File: config.mk
export PLATFORM = sky130hd
export DESIGN_NAME = keypad_psswrd_entry
export DESIGN_NICKNAME = d
export VERILOG_FILES = /design/src/rtl/keypad_psswrd_entry.sv
export SDC_FILE = /design/constraint.sdc
export NUM_CORES = 1
export LEC_CHECK = 0
export BUFFER_PORTS_ARGS = -buffer_cell sky130_fd_sc_hd__buf_4
export CAP_MARGIN = 10
export CELL_PAD_IN_SITES_DETAIL_PLACEMENT = 0
export CELL_PAD_IN_SITES_GLOBAL_PLACEMENT = 2
export CORE_ASPECT_RATIO = 1.4
export CORE_UTILIZATION = 35
export DETAILED_ROUTE_END_ITERATION = 8
export MAX_ROUTING_LAYER = met4
export PLACE_DENSITY = 0.85
export SKIP_CTS_REPAIR_TIMING = 1
export SLEW_MARGIN = 30
export SYNTH_ARGS = -nofsm -noshare
export SYNTH_HDL_FRONTEND = slang
export SYNTH_SLANG_ARGS = --single-unit
File: constraint.sdc
create_clock -name clk -period 2.1 [get_ports clk]
set_input_delay 0.42 -clock clk [delete_from_list [all_inputs] [get_ports clk]]
set_output_delay 0.42 -clock clk [all_outputs]
set_load 0.05 [all_outputs]
File: src/rtl/keypad_psswrd_entry.sv
`default_nettype none
// keypad_psswrd_entry (rev 1.0): collects two BCD keypad digits into a held password attempt,
// with clear/enter/invalid-key handling, a one-cycle submit strobe and an inactivity timeout.
module keypad_psswrd_entry #(
   parameter int TIMEOUT_CYCLES = 1000,
   parameter int TO_W           = 10
) (
   input  logic       clk,
   input  logic       rst,
   input  logic       key_valid,
   input  logic [3:0] key_code,
   input  logic       sensor_1,
   output logic [7:0] psswrd_atmpt,
   output logic       try_psswrd,
   output logic [1:0] digit_cnt,
   output logic       entry_timeout,
   output logic       key_err
);

   typedef enum logic [2:0] {
      IDLE    = 3'd0,
      WAIT_D0 = 3'd1,
      WAIT_D1 = 3'd2,
      READY   = 3'd3,
      SUBMIT  = 3'd4
   } state_t;

   localparam logic [TO_W-1:0] TO_LAST   = TO_W'(TIMEOUT_CYCLES - 1);
   localparam logic [3:0]      KEY_CLEAR = 4'hA;
   localparam logic [3:0]      KEY_ENTER = 4'hB;

   state_t          state;
   state_t          state_nxt;
   logic            key_valid_q;
   logic [TO_W-1:0] to_cnt;
   logic [TO_W-1:0] to_cnt_nxt;
   logic [7:0]      atmpt_nxt;
   logic [1:0]      cnt_nxt;
   logic            try_nxt;
   logic            timeout_nxt;
   logic            err_nxt;
   logic            key_ev;
   logic            is_digit;
   logic            is_clear;
   logic            is_enter;

   // One event per press: only the rising edge of the held key level counts.
   assign key_ev   = key_valid & ~key_valid_q;
   assign is_digit = (key_code <= 4'd9);
   assign is_clear = (key_code == KEY_CLEAR);
   assign is_enter = (key_code == KEY_ENTER);

   always_ff @(posedge clk or negedge rst) begin
      if (!rst) begin
         state         <= IDLE;
         key_valid_q   <= 1'b0;
         to_cnt        <= '0;
         psswrd_atmpt  <= 8'h00;
         digit_cnt     <= 2'd0;
         try_psswrd    <= 1'b0;
         entry_timeout <= 1'b0;
         key_err       <= 1'b0;
      end else begin
         state         <= state_nxt;
         key_valid_q   <= key_valid;
         to_cnt        <= to_cnt_nxt;
         psswrd_atmpt  <= atmpt_nxt;
         digit_cnt     <= cnt_nxt;
         try_psswrd    <= try_nxt;
         entry_timeout <= timeout_nxt;
         key_err       <= err_nxt;
      end
   end

   always_comb begin
      state_nxt   = state;
      atmpt_nxt   = psswrd_atmpt;
      cnt_nxt     = digit_cnt;
      try_nxt     = 1'b0;
      timeout_nxt = 1'b0;
      err_nxt     = 1'b0;
      // Counter stays cleared unless a counting state idles without a key event.
      to_cnt_nxt  = '0;

      if (state == IDLE) begin
         atmpt_nxt = 8'h00;
         cnt_nxt   = 2'd0;
         if (sensor_1) begin
            state_nxt = WAIT_D0;
         end
      end else if (!sensor_1) begin
         state_nxt = IDLE;
         atmpt_nxt = 8'h00;
         cnt_nxt   = 2'd0;
      end else begin
         case (state)
            WAIT_D0: begin
               if (key_ev) begin
                  if (is_digit) begin
                     atmpt_nxt = {key_code, 4'h0};
                     cnt_nxt   = 2'd1;
                     state_nxt = WAIT_D1;
                  end else if (is_clear) begin
                     atmpt_nxt = 8'h00;
                  end else begin
                     err_nxt = 1'b1;
                  end
               end
            end

            WAIT_D1: begin
               if (key_ev) begin
                  if (is_digit) begin
                     atmpt_nxt = {psswrd_atmpt[7:4], key_code};
                     cnt_nxt   = 2'd2;
                     state_nxt = READY;
                  end else if (is_clear) begin
                     atmpt_nxt = 8'h00;
                     cnt_nxt   = 2'd0;
                     state_nxt = WAIT_D0;
                  end else begin
                     err_nxt = 1'b1;
                  end
               end else if (to_cnt == TO_LAST) begin
                  atmpt_nxt   = 8'h00;
                  cnt_nxt     = 2'd0;
                  timeout_nxt = 1'b1;
                  state_nxt   = WAIT_D0;
               end else begin
                  to_cnt_nxt = to_cnt + 1'b1;
               end
            end

            READY: begin
               if (key_ev) begin
                  if (is_enter) begin
                     try_nxt   = 1'b1;
                     state_nxt = SUBMIT;
                  end else if (is_clear) begin
                     atmpt_nxt = 8'h00;
                     cnt_nxt   = 2'd0;
                     state_nxt = WAIT_D0;
                  end else begin
                     err_nxt = 1'b1;
                  end
               end else if (to_cnt == TO_LAST) begin
                  atmpt_nxt   = 8'h00;
                  cnt_nxt     = 2'd0;
                  timeout_nxt = 1'b1;
                  state_nxt   = WAIT_D0;
               end else begin
                  to_cnt_nxt = to_cnt + 1'b1;
               end
            end

            SUBMIT: begin
               // The submitted value stays on psswrd_atmpt until the next digit lands.
               cnt_nxt   = 2'd0;
               state_nxt = WAIT_D0;
            end

            default: begin
               atmpt_nxt = 8'h00;
               cnt_nxt   = 2'd0;
               state_nxt = IDLE;
            end
         endcase
      end
   end

endmodule
`default_nettype wire

==> key figures <==
Floorplanning
  – Die area: 5035 sq um
  – Initial core utilization: 36.66%
  – Die width: 60.26 um
  – Num ports: 21
  – Rows: 29
  – Core ar.: 4536 sq um
  – Die height: 83.56 um

Cells and area
  – Layout cell share with drive strength beyond 1: 17.96%
  – Most frequent cells in the layout: 28 x buf_4, 27 x dfrtp_1, 19 x nor2_1, 16 x nand2_1, 9 x a21oi_1
  – Fill cells: 466
  – Final Util: 42.76%
  – Nets@finish: 216
  – Final Non-Filler Cells: 268
  – N_diodes: 0
  – Area Overhead vs Synth: 16.63%
  – Commonest non-fill, non-tap cell in the layout: buf_4

Timing
  – Post-route minimum period: 1.939 ns
  – Final Hold Fails: 0
  – Pins Over Slew Limit: 0
  – Worst-Margin Slew: 0.4454 ns
  – RSZ-0062 raised after global routing: false
  – Crit share post-route: 92.35%
  – Final setup vio count: 0
  – Final WS setup: 0.1608 ns
  – Worst slew margin relative to its limit: 70.31%
  – Layout Skew: 0.008097 ns
  – Setup TNS: 0 ns
  – Hold slack: 0.04193 ns
  – Fmax: 0.5157 GHz

Drt
  – Drt wl/cell: 16.09 um
  – Vias per std cell: 5.660
  – Post-DRT Antenna Nets: 0
  – DRT iter0 DRCs: 52
  – First-pass DRT Iterations: 6
  – Routed wire length: 4.311 mm
  – DRC Markers: 0
  – Vias: 1517

Worst setup path
  – Setup crit start kind: register
  – Worst endpoint required time: 2.26 ns
  – Bufs and invs on worst path: 0
  – Critical path, cell by cell: or2_1 > a211o_1 > o22ai_1 > nand2_1 > a221o_1
  – Slowest Stage Delay on Critical Path: 0.55 ns
  – Crit end category: register
  – Crit path DAT: 2.10 ns
  – CP Max Fanout: 15
  – Worst path slowest cell: dfrtp_1
  – Crit path kind: register to register
  – CP delay by family, top: compound AO/OA/AOI/OAI gates

Global routing
  – GR Overflow Total: 0
  – Total Routing Usage GR: 18.86%
  – First-pass GRT wire length: 7.051 mm
  – Vias in the first global route: 1461
  – Antenna violations before repair: 0
  – Largest net degree at the start of global routing: 28

Status
  – Outcome: completed

Place
  – Worst slack, placed: 0.1871 ns
  – Placed cells: 264
  – RD Place Congestion: 0.9070
  – Post-detail-place hpwl: 3.313 mm
  – Port Buffers: 20

Logic synthesis
  – Post-synth net total: 194
  – Fraction of registers with async set/reset: 100.0%
  – Ys Warns: 0
  – Yosys reg bits: 27
  – Syn Area/Cell: 8.988 sq um
  – Cell Area, Synth: 1663 sq um
  – Sequential fraction of the synthesis area: 40.63%
  – Cells after Synth: 185
  – Synth Flop Type: dfrtp_1
  – Count of cell types in the netlist: 54
  – Post-synth EDFFs: 0

CTS
  – TritonCTS clock tree: yes
  – Clk_lat worst skew: 0.28 ns
  – H-tree levels: 1
  – CTS Buffer Depth: 2
  – CTS Buf Count: 3
  – CTS Sinks: 27
  – Clock-pin slew on the worst setup and hold paths: 0.10 ns
  – CTS root buf: clkbuf_8

Pwr
  – Peak VDD IR: 279.1 uV
  – LEAKAGE: 0.8532 nW
  – Pwr Density: 626.1 nW/um^2

Worst hold path
  – Worst hold path class: input pin to async pin

Job
  – Max cap viols: 0
## stage by stage
stage                     cell area, sq um  total power [W]
after CTS                             1939         0.001225
final                                 1939         0.001214
after floorplan                       1663        0.0008064
after global routing                  1939         0.001280
after global placement                1894        0.0009103
after detailed placement              1894        0.0009136
## layout make-up
| cell class | instances | area, sq um | area share (%) |
|---|---|---|---|
| multi-input cells | 139 | 900.9 | 46.45 |
| flip-flops and latches | 27 | 675.6 | 34.84 |
| repair buffers | 28 | 210.2 | 10.84 |
| well taps | 62 | 77.57 | 4.000 |
| clock buffers | 4 | 45.04 | 2.323 |
| inverters | 8 | 30.03 | 1.548 |
## cell usage after synthesis, drive strengths merged, types with 2 or more instances
| cell type | instances | area [sq um] |
|---|---|---|
| o41a | 2 | 22.52 |
| or2 | 4 | 25.03 |
| inv | 8 | 30.03 |
| a32o | 2 | 20.02 |
| or3 | 4 | 25.02 |
| nor2b | 3 | 18.77 |
| a22oi | 2 | 15.01 |
| nor3 | 4 | 31.28 |
| xor2 | 3 | 26.28 |
| clkbuf | 4 | 15.01 |
| o22ai | 6 | 37.54 |
| a211oi | 2 | 15.01 |
| o21a | 2 | 15.01 |
| and3 | 5 | 31.28 |
| a21oi | 9 | 45.04 |
| nand3 | 6 | 30.03 |
| dfrtp | 27 | 675.7 |
| nand2b | 4 | 25.02 |
| nor2 | 19 | 71.32 |
| nand4bb | 2 | 22.52 |
| nor3b | 2 | 15.01 |
| nand2 | 17 | 66.32 |
| a2bb2oi | 2 | 17.52 |
| o21ai | 9 | 45.04 |
| a221o | 3 | 30.03 |
| o211ai | 2 | 15.01 |
| a21o | 2 | 15.01 |
| buf | 7 | 41.29 |
| xnor2 | 3 | 26.28 |
## worst paths after layout
check                                        to  startpoint  depth (start not counted)  slack, ns
worst max-delay path            psswrd_atmpt[6]    state[0]                          5       0.16
worst min-delay path                  to_cnt[1]         rst                          1       0.04
worst max register to register  psswrd_atmpt[6]    state[0]                          5       0.16
worst min register to register        to_cnt[0]   to_cnt[0]                          1       0.49
max in group asynchronous          digit_cnt[1]         rst                          1       1.79
min in group clk                    key_valid_q   key_valid                          1       0.27
## state kept, by name, indices dropped and copies added, names as in the netlist
| name | count |
|---|---|
| psswrd_atmpt | 8 |
| key_valid_q | 1 |
| entry_timeout | 1 |
| to_cnt | 10 |
| state | 3 |
| key_err | 1 |
| try_psswrd | 1 |
| digit_cnt | 2 |
## cells by family after synthesis
group,after synthesis,share of synthesized area [%]
AO/OA/AOI/OAI,54,23.85
AND/OR/NAND/NOR,77,25.73
adder cells (fa/ha/maj),1,0.7523
flip-flops,27,40.63
multiplexers,1,0.6772
XOR/XNOR,6,3.161
buffers and inverters,19,5.192
## report_power, final
part	switching, W	internal (W)
combinational	0.000197	0.000130
sequential	0.0000405	0.000538
clock	0.000172	0.000136
total	0.000409	0.000805
## metal layers
layer	vias up	GRT usage (%)	wire length, um
met1	744	21.89	1734
met2	39	31.27	2242
li1	717	-	-
met5	-	-	0
met3	17	1.550	121
met4	0	9.725	212
Note: power is estimated with default switching activity, not from simulation.
